$ cat src/rtl/m_memcode_server_pkg.sv
// Shared widths and types for the memory-code server and its arbiter.
package m_memcode_server_pkg;

  localparam int unsigned MEMCODE_ADDR_W = 14;
  localparam int unsigned MEMCODE_DATA_W = 32;
  localparam int unsigned CH_NUM_MAX     = 16;

  // Who owns the SRAM port in the current cycle.
  typedef enum logic [1:0] {
    SRC_NONE    = 2'd0,
    SRC_HOST_WR = 2'd1,
    SRC_HOST_RD = 2'd2,
    SRC_CH      = 2'd3
  } mem_src_e;

  typedef struct packed {
    logic                      cs;
    logic                      we;
    logic [MEMCODE_ADDR_W-1:0] addr;
    logic [MEMCODE_DATA_W-1:0] wdata;
  } mem_req_t;

endpackage

$ cat src/rtl/m_rr_arbiter.sv
// Combinational round-robin pick: first set request at or above ptr_i, with wrap.
module m_rr_arbiter #(
  parameter  int unsigned N     = 4,
  localparam int unsigned IDX_W = $clog2(N)
) (
  input  logic [N-1:0]     req_i,
  input  logic [IDX_W-1:0] ptr_i,
  output logic [N-1:0]     gnt_c_o,
  output logic [IDX_W-1:0] idx_c_o,
  output logic             vld_c_o
);

  logic [IDX_W:0] j;

  always_comb begin
    gnt_c_o = '0;
    idx_c_o = '0;
    vld_c_o = 1'b0;
    j       = '0;
    for (int unsigned k = 0; k < N; k++) begin
      j = {1'b0, ptr_i} + (IDX_W+1)'(k);
      if (j >= (IDX_W+1)'(N)) j = j - (IDX_W+1)'(N);
      if (!vld_c_o && req_i[j[IDX_W-1:0]]) begin
        vld_c_o               = 1'b1;
        gnt_c_o[j[IDX_W-1:0]] = 1'b1;
        idx_c_o               = j[IDX_W-1:0];
      end
    end
  end

endmodule

$ cat src/rtl/m_memcode_server.sv
// Arbitrates channel code reads and host accesses onto one single-port code SRAM.
// Optional host read path: MEMCODE_HOST_READ_EN.
module m_memcode_server
  import m_memcode_server_pkg::*;
#(
  parameter int unsigned CH_NUM = 4
) (
  input  logic                             clk,
  input  logic                             rst_b,
  input  logic [CH_NUM-1:0]                ch_memcode_rd,
  input  logic [MEMCODE_ADDR_W*CH_NUM-1:0] ch_memcode_addr,
  output logic [CH_NUM-1:0]                ch_memcode_read_valid,
  output logic [MEMCODE_DATA_W-1:0]        memcode_data,
  input  logic                             host_wr,
  input  logic [MEMCODE_ADDR_W-1:0]        host_addr,
  input  logic [MEMCODE_DATA_W-1:0]        host_wdata,
`ifdef MEMCODE_HOST_READ_EN
  input  logic                             host_rd,
  output logic [MEMCODE_DATA_W-1:0]        host_rdata,
  output logic                             host_rdata_valid,
`endif
  output logic                             mem_cs,
  output logic                             mem_we,
  output logic [MEMCODE_ADDR_W-1:0]        mem_addr,
  output logic [MEMCODE_DATA_W-1:0]        mem_wdata,
  input  logic [MEMCODE_DATA_W-1:0]        mem_rdata
);

  localparam int unsigned IDX_W = $clog2(CH_NUM);

  logic [IDX_W-1:0]          rr_ptr_q, rr_ptr_d;
  logic                      grant_d_q, grant_d_d;
  logic [MEMCODE_DATA_W-1:0] data_hold_q, data_hold_d;
  logic [CH_NUM-1:0]         arb_gnt;
  logic [IDX_W-1:0]          arb_idx;
  logic                      arb_vld;
  logic                      host_rd_req;
  mem_src_e                  src;
  mem_req_t                  mem_req;

`ifdef MEMCODE_HOST_READ_EN
  assign host_rd_req = host_rd;
`else
  assign host_rd_req = 1'b0;
`endif

  m_rr_arbiter #(.N(CH_NUM)) u_arb (
    .req_i   (ch_memcode_rd),
    .ptr_i   (rr_ptr_q),
    .gnt_c_o (arb_gnt),
    .idx_c_o (arb_idx),
    .vld_c_o (arb_vld)
  );

  // Port ownership: host write > host read > channel; channels also wait out the data cycle.
  always_comb begin
    src                   = SRC_NONE;
    mem_req               = '0;
    ch_memcode_read_valid = '0;
    rr_ptr_d              = rr_ptr_q;
    grant_d_d             = 1'b0;
    data_hold_d           = grant_d_q ? mem_rdata : data_hold_q;

    if (!rst_b)                     src = SRC_NONE;
    else if (host_wr)               src = SRC_HOST_WR;
    else if (host_rd_req)           src = SRC_HOST_RD;
    else if (arb_vld && !grant_d_q) src = SRC_CH;

    unique case (src)
      SRC_NONE: ;
      SRC_HOST_WR: begin
        mem_req.cs    = 1'b1;
        mem_req.we    = 1'b1;
        mem_req.addr  = host_addr;
        mem_req.wdata = host_wdata;
      end
      SRC_HOST_RD: begin
        mem_req.cs   = 1'b1;
        mem_req.addr = host_addr;
      end
      SRC_CH: begin
        mem_req.cs            = 1'b1;
        mem_req.addr          = ch_memcode_addr[32'(arb_idx)*MEMCODE_ADDR_W +: MEMCODE_ADDR_W];
        ch_memcode_read_valid = arb_gnt;
        grant_d_d             = 1'b1;
        rr_ptr_d              = (32'(arb_idx) == CH_NUM - 1) ? '0 : arb_idx + IDX_W'(1);
      end
    endcase
  end

  assign mem_cs       = mem_req.cs;
  assign mem_we       = mem_req.we;
  assign mem_addr     = mem_req.addr;
  assign mem_wdata    = mem_req.wdata;
  assign memcode_data = grant_d_q ? mem_rdata : data_hold_q;

  always_ff @(posedge clk or negedge rst_b) begin
    if (!rst_b) begin
      rr_ptr_q    <= '0;
      grant_d_q   <= 1'b0;
      data_hold_q <= '0;
    end else begin
      rr_ptr_q    <= rr_ptr_d;
      grant_d_q   <= grant_d_d;
      data_hold_q <= data_hold_d;
    end
  end

`ifdef MEMCODE_HOST_READ_EN
  logic                      host_rd_q, host_rd_d;
  logic                      host_rdata_valid_q, host_rdata_valid_d;
  logic [MEMCODE_DATA_W-1:0] host_rdata_q, host_rdata_d;

  // Host read data lands one cycle after issue and is registered one more cycle.
  always_comb begin
    host_rd_d          = (src == SRC_HOST_RD);
    host_rdata_valid_d = host_rd_q;
    host_rdata_d       = host_rd_q ? mem_rdata : host_rdata_q;
  end

  always_ff @(posedge clk or negedge rst_b) begin
    if (!rst_b) begin
      host_rd_q          <= 1'b0;
      host_rdata_valid_q <= 1'b0;
      host_rdata_q       <= '0;
    end else begin
      host_rd_q          <= host_rd_d;
      host_rdata_valid_q <= host_rdata_valid_d;
      host_rdata_q       <= host_rdata_d;
    end
  end

  assign host_rdata       = host_rdata_q;
  assign host_rdata_valid = host_rdata_valid_q;
`endif

endmodule

$ cat config.mk
export PLATFORM = sky130hd
export DESIGN_NAME = m_memcode_server
export DESIGN_NICKNAME = d
export VERILOG_FILES = /design/src/rtl/m_memcode_server_pkg.sv /design/src/rtl/m_rr_arbiter.sv /design/src/rtl/m_memcode_server.sv
export SDC_FILE = /design/constraint.sdc
export NUM_CORES = 1
export LEC_CHECK = 0
export BUFFER_PORTS_ARGS = -buffer_cell sky130_fd_sc_hd__clkbuf_2
export CAP_MARGIN = 20
export CORE_ASPECT_RATIO = 0.6
export CORE_UTILIZATION = 41
export DETAILED_ROUTE_END_ITERATION = 8
export PLACE_DENSITY = 0.95
export SETUP_SLACK_MARGIN = 0.15
export SLEW_MARGIN = 20
export SYNTH_ARGS = -nofsm -noshare
export SYNTH_HDL_FRONTEND = slang
export SYNTH_HIERARCHICAL = 1
export SYNTH_SLANG_ARGS = --single-unit
export TNS_END_PERCENT = 5
$ cat constraint.sdc
create_clock -name clk -period 5.65 [get_ports clk]
set_input_delay 0.2825 -clock clk [delete_from_list [all_inputs] [get_ports clk]]
set_output_delay 0.2825 -clock clk [all_outputs]
set_load 0.01 [all_outputs]
==> impl_results.md <==
* Placed wire-length estimate at 6770 um
* Reg2reg setup slack at 2140 ps
* Final Net Count at 562
* Core ar. at 5730 um2
* Fraction of layout cells with a size suffix above 1 at 0.685
* FMAX at around 240 MHz
* Die X at 103 um
* Hold_buf cts at 0
* #FFs+latches synth at 35
* Max Cap Viol at 0
* Sw power at 659 uW
* Syn. warnings at 6
* P_int at around 1000 uW
* Startpoint Class: flip-flop
* CP Capture Type: output port
* Area grow syn2layout at 49.3%
* Clock-pin transition on the worst setup and hold timing paths at 70 ps
* I/O pins at ~230
* Seq/Total Area, Yosys at 0.349
* Max Buffers Root-to-Sink at 2
* First-pass GRT wire length at roughly 13,000 um
* Pre-antenna DRT Iters at 4
* Combinational share of power at 0.640
* Antenna Nets Post-Route at 0
* Period utilization at 0.728
* Critical path arrival at 3830 ps
* Sw Share at 0.397
* Post-Syn Area at 2510 um2
* Slew HR at 0.496
* RR Endpoint: rr_ptr_q[1]
* Total grt overflow at 0
* Initial antenna violation count at 0
* Worst EP required at 5370 ps
* Port Buffer Count at 224
* Run status: complete, but fails checks
* Clock power frac at 0.115
* Critical path class: reg2out
* Clock tree from TritonCTS: yes
* Wire per inst at approximately 16 um
* Synth cell types at 29
* Layout Utilization at 0.654
* Hold_ws at -11.7 ps
* Final hold vios at 22
* Drt drc at 0
* CP max FO at 15
* Leak Pwr at 0.00207 uW
* Max Transition Viols Final at 0
* Final wirelength at 8150 um
* CTS Root Cell: clkbuf_8
* Gate Count Post-Synth at 201
* Post-CTS sizing at 0
* Largest net degree at the start of global routing at 45
* Initial drt markers at 85
* Core Rows at 21
* Cts bufs inserted at 5
* Worst setup margin at 1540 ps
* Fin Setup TNS at 0 ps
* RSZ-0062 raised after global routing: false
* Die area at 6450 um2
* Vias after detailed routing at about 2,600
* Syn nets at 348
* Pre-CTS WS at between 1500 and 2000 ps
* GPL Wtd Cong at 0.980
* Fin Clk Skew at 4.23 ps
* Worst Max-Slew Pin Slew at 756 ps
* Clock latency on the worst-skew pair at just under 300 ps
* Reg2Reg Depth at 7
* Diode count at 0
* Sink Count at 35
* Die Ht at 62.6 um
* Reg-to-Reg Start: rr_ptr_q[0]
* Post-layout min period at 4110 ps
* Avg Inst Size Synth at approximately 12 um2
* H-tree depth at 2
* Post CTS Setup Buffer Count at 0
* Hold Path Class: in2async
* Failing checks: negative hold slack
* Pwr Density at 443 nW/um2
* Via density at about 5.2
* Maximum vdd drop at 0.000300 V
* Finish-stage setup viols at 0
* Sequential power share at 0.245
* Effective utilization at floorplan at 0.438
* Via count of the first global-routing pass at around 2,600
* All-Layer GR Usage at 0.257
layout make-up:
cell class | instances | area, um2
clock buffer | 6 | 82.6
clock inverter | 2 | 16.3
fill | 499 | 1980
inverter | 3 | 11.3
multi-input combinational | 143 | 1510
sequential | 35 | 876
tap | 80 | 100
timing repair buffer | 227 | 1150
critical path: stages (launching register included):
cell and delay (ps):
dfrtp_1 720, inv_1 160, ha_1 390, mux4_2 450
nor3_1 330, a32o_1 720, mux4_1 410, a22o_1 240
clkbuf_2 120
Yosys cell counts, drive strengths merged:
library cell / instances / area [um2]
a22o: 14 / 123
a22oi: 8 / 60.1
a32o: 1 / 10.0
and2: 5 / 31.3
and2b: 1 / 8.76
and3: 32 / 200
and4bb: 1 / 12.5
buf: 12 / 93.8
clkbuf: 8 / 30.0
dfrtp: 35 / 876
ha: 6 / 75.1
inv: 3 / 11.3
mux2: 35 / 394
mux2i: 2 / 20.0
mux4: 18 / 432
nand2b: 2 / 12.5
nor2: 4 / 15.0
nor2b: 2 / 12.5
nor3: 1 / 5.00
nor4: 1 / 6.26
nor4b: 1 / 23.8
o211ai: 1 / 7.51
o21a: 1 / 7.51
o21ai: 5 / 25.0
o221ai: 1 / 8.76
o31ai: 1 / 7.51
routing by layer:
metal	up-vias	share of wire	global-route usage
li1	1213	-	-
met1	1223	0.40	0.328
met2	123	0.48	0.395
met3	19	0.096	0.0940
met4	0	0.021	0.102
met5	-	0	0
cell usage in the layout, fill, tap and decap left out, drive strengths merged:
cell      instances
clkbuf          230
mux2             35
dfrtp            35
and3             32
mux4             18
a22o             14
a22oi             8
ha                6
and2              5
o21ai             5
nor2              4
inv               3
buf               3
nor2b             2
nand2b            2
mux2i             2
and4bb            1
o21a              1
clkinv            1
clkinvlp          1
and2b             1
o31ai             1
nor4b             1
nor3              1
o211ai            1
o221ai            1
nor4              1
a32o              1
cell families (layout without fill, tap and decap cells):
group	count (synthesis)	count (layout)	synth area share
muxes	55	55	0.337
buffers and inverters	23	238	0.0539
adders and majority gates	6	6	0.0299
and+or+nand+nor	50	50	0.131
AOI/OAI and AO/OA	32	32	0.0993
DFF	35	35	0.349
worst max-delay path by stage:
stage                startpoint      endpoint  slack, ps  depth (start not counted)
floorplan           rr_ptr_q[0]  mem_addr[10]       2540                         12
global placement    rr_ptr_q[0]   mem_addr[4]       1910                          9
detailed placement  rr_ptr_q[0]   mem_addr[4]       1730                          8
CTS                 rr_ptr_q[0]   mem_addr[4]       1410                          9
global route        rr_ptr_q[0]  mem_addr[11]       1390                         10
finish              rr_ptr_q[0]   mem_addr[4]       1540                          8
per-stage QoR:
| step | std cells | total power, uW | instance area [um2] |
|---|---|---|---|
| after detailed placement | 487 | 1460 | 3630 |
| after floorplan | 201 | 1200 | 2510 |
| final | 496 | 1660 | 3740 |
| after global placement | 487 | 1400 | 3630 |
| after global routing | 496 | 1770 | 3740 |
| after CTS | 495 | 1660 | 3730 |
power by group through the flow:
stage	Sequential [uW]	Clock [uW]	Combinational (uW)
floorplan	379	0	825
global placement	406	0	995
detailed placement	413	0	1050
CTS	409	200	1050
global route	422	209	1140
finish	406	192	1060
registers in the layout (all words and copies together), names as in the netlist:
register	flops
rr_ptr_q	2
grant_d_q	1
data_hold_q	32
(Power assumes the default switching activity.)
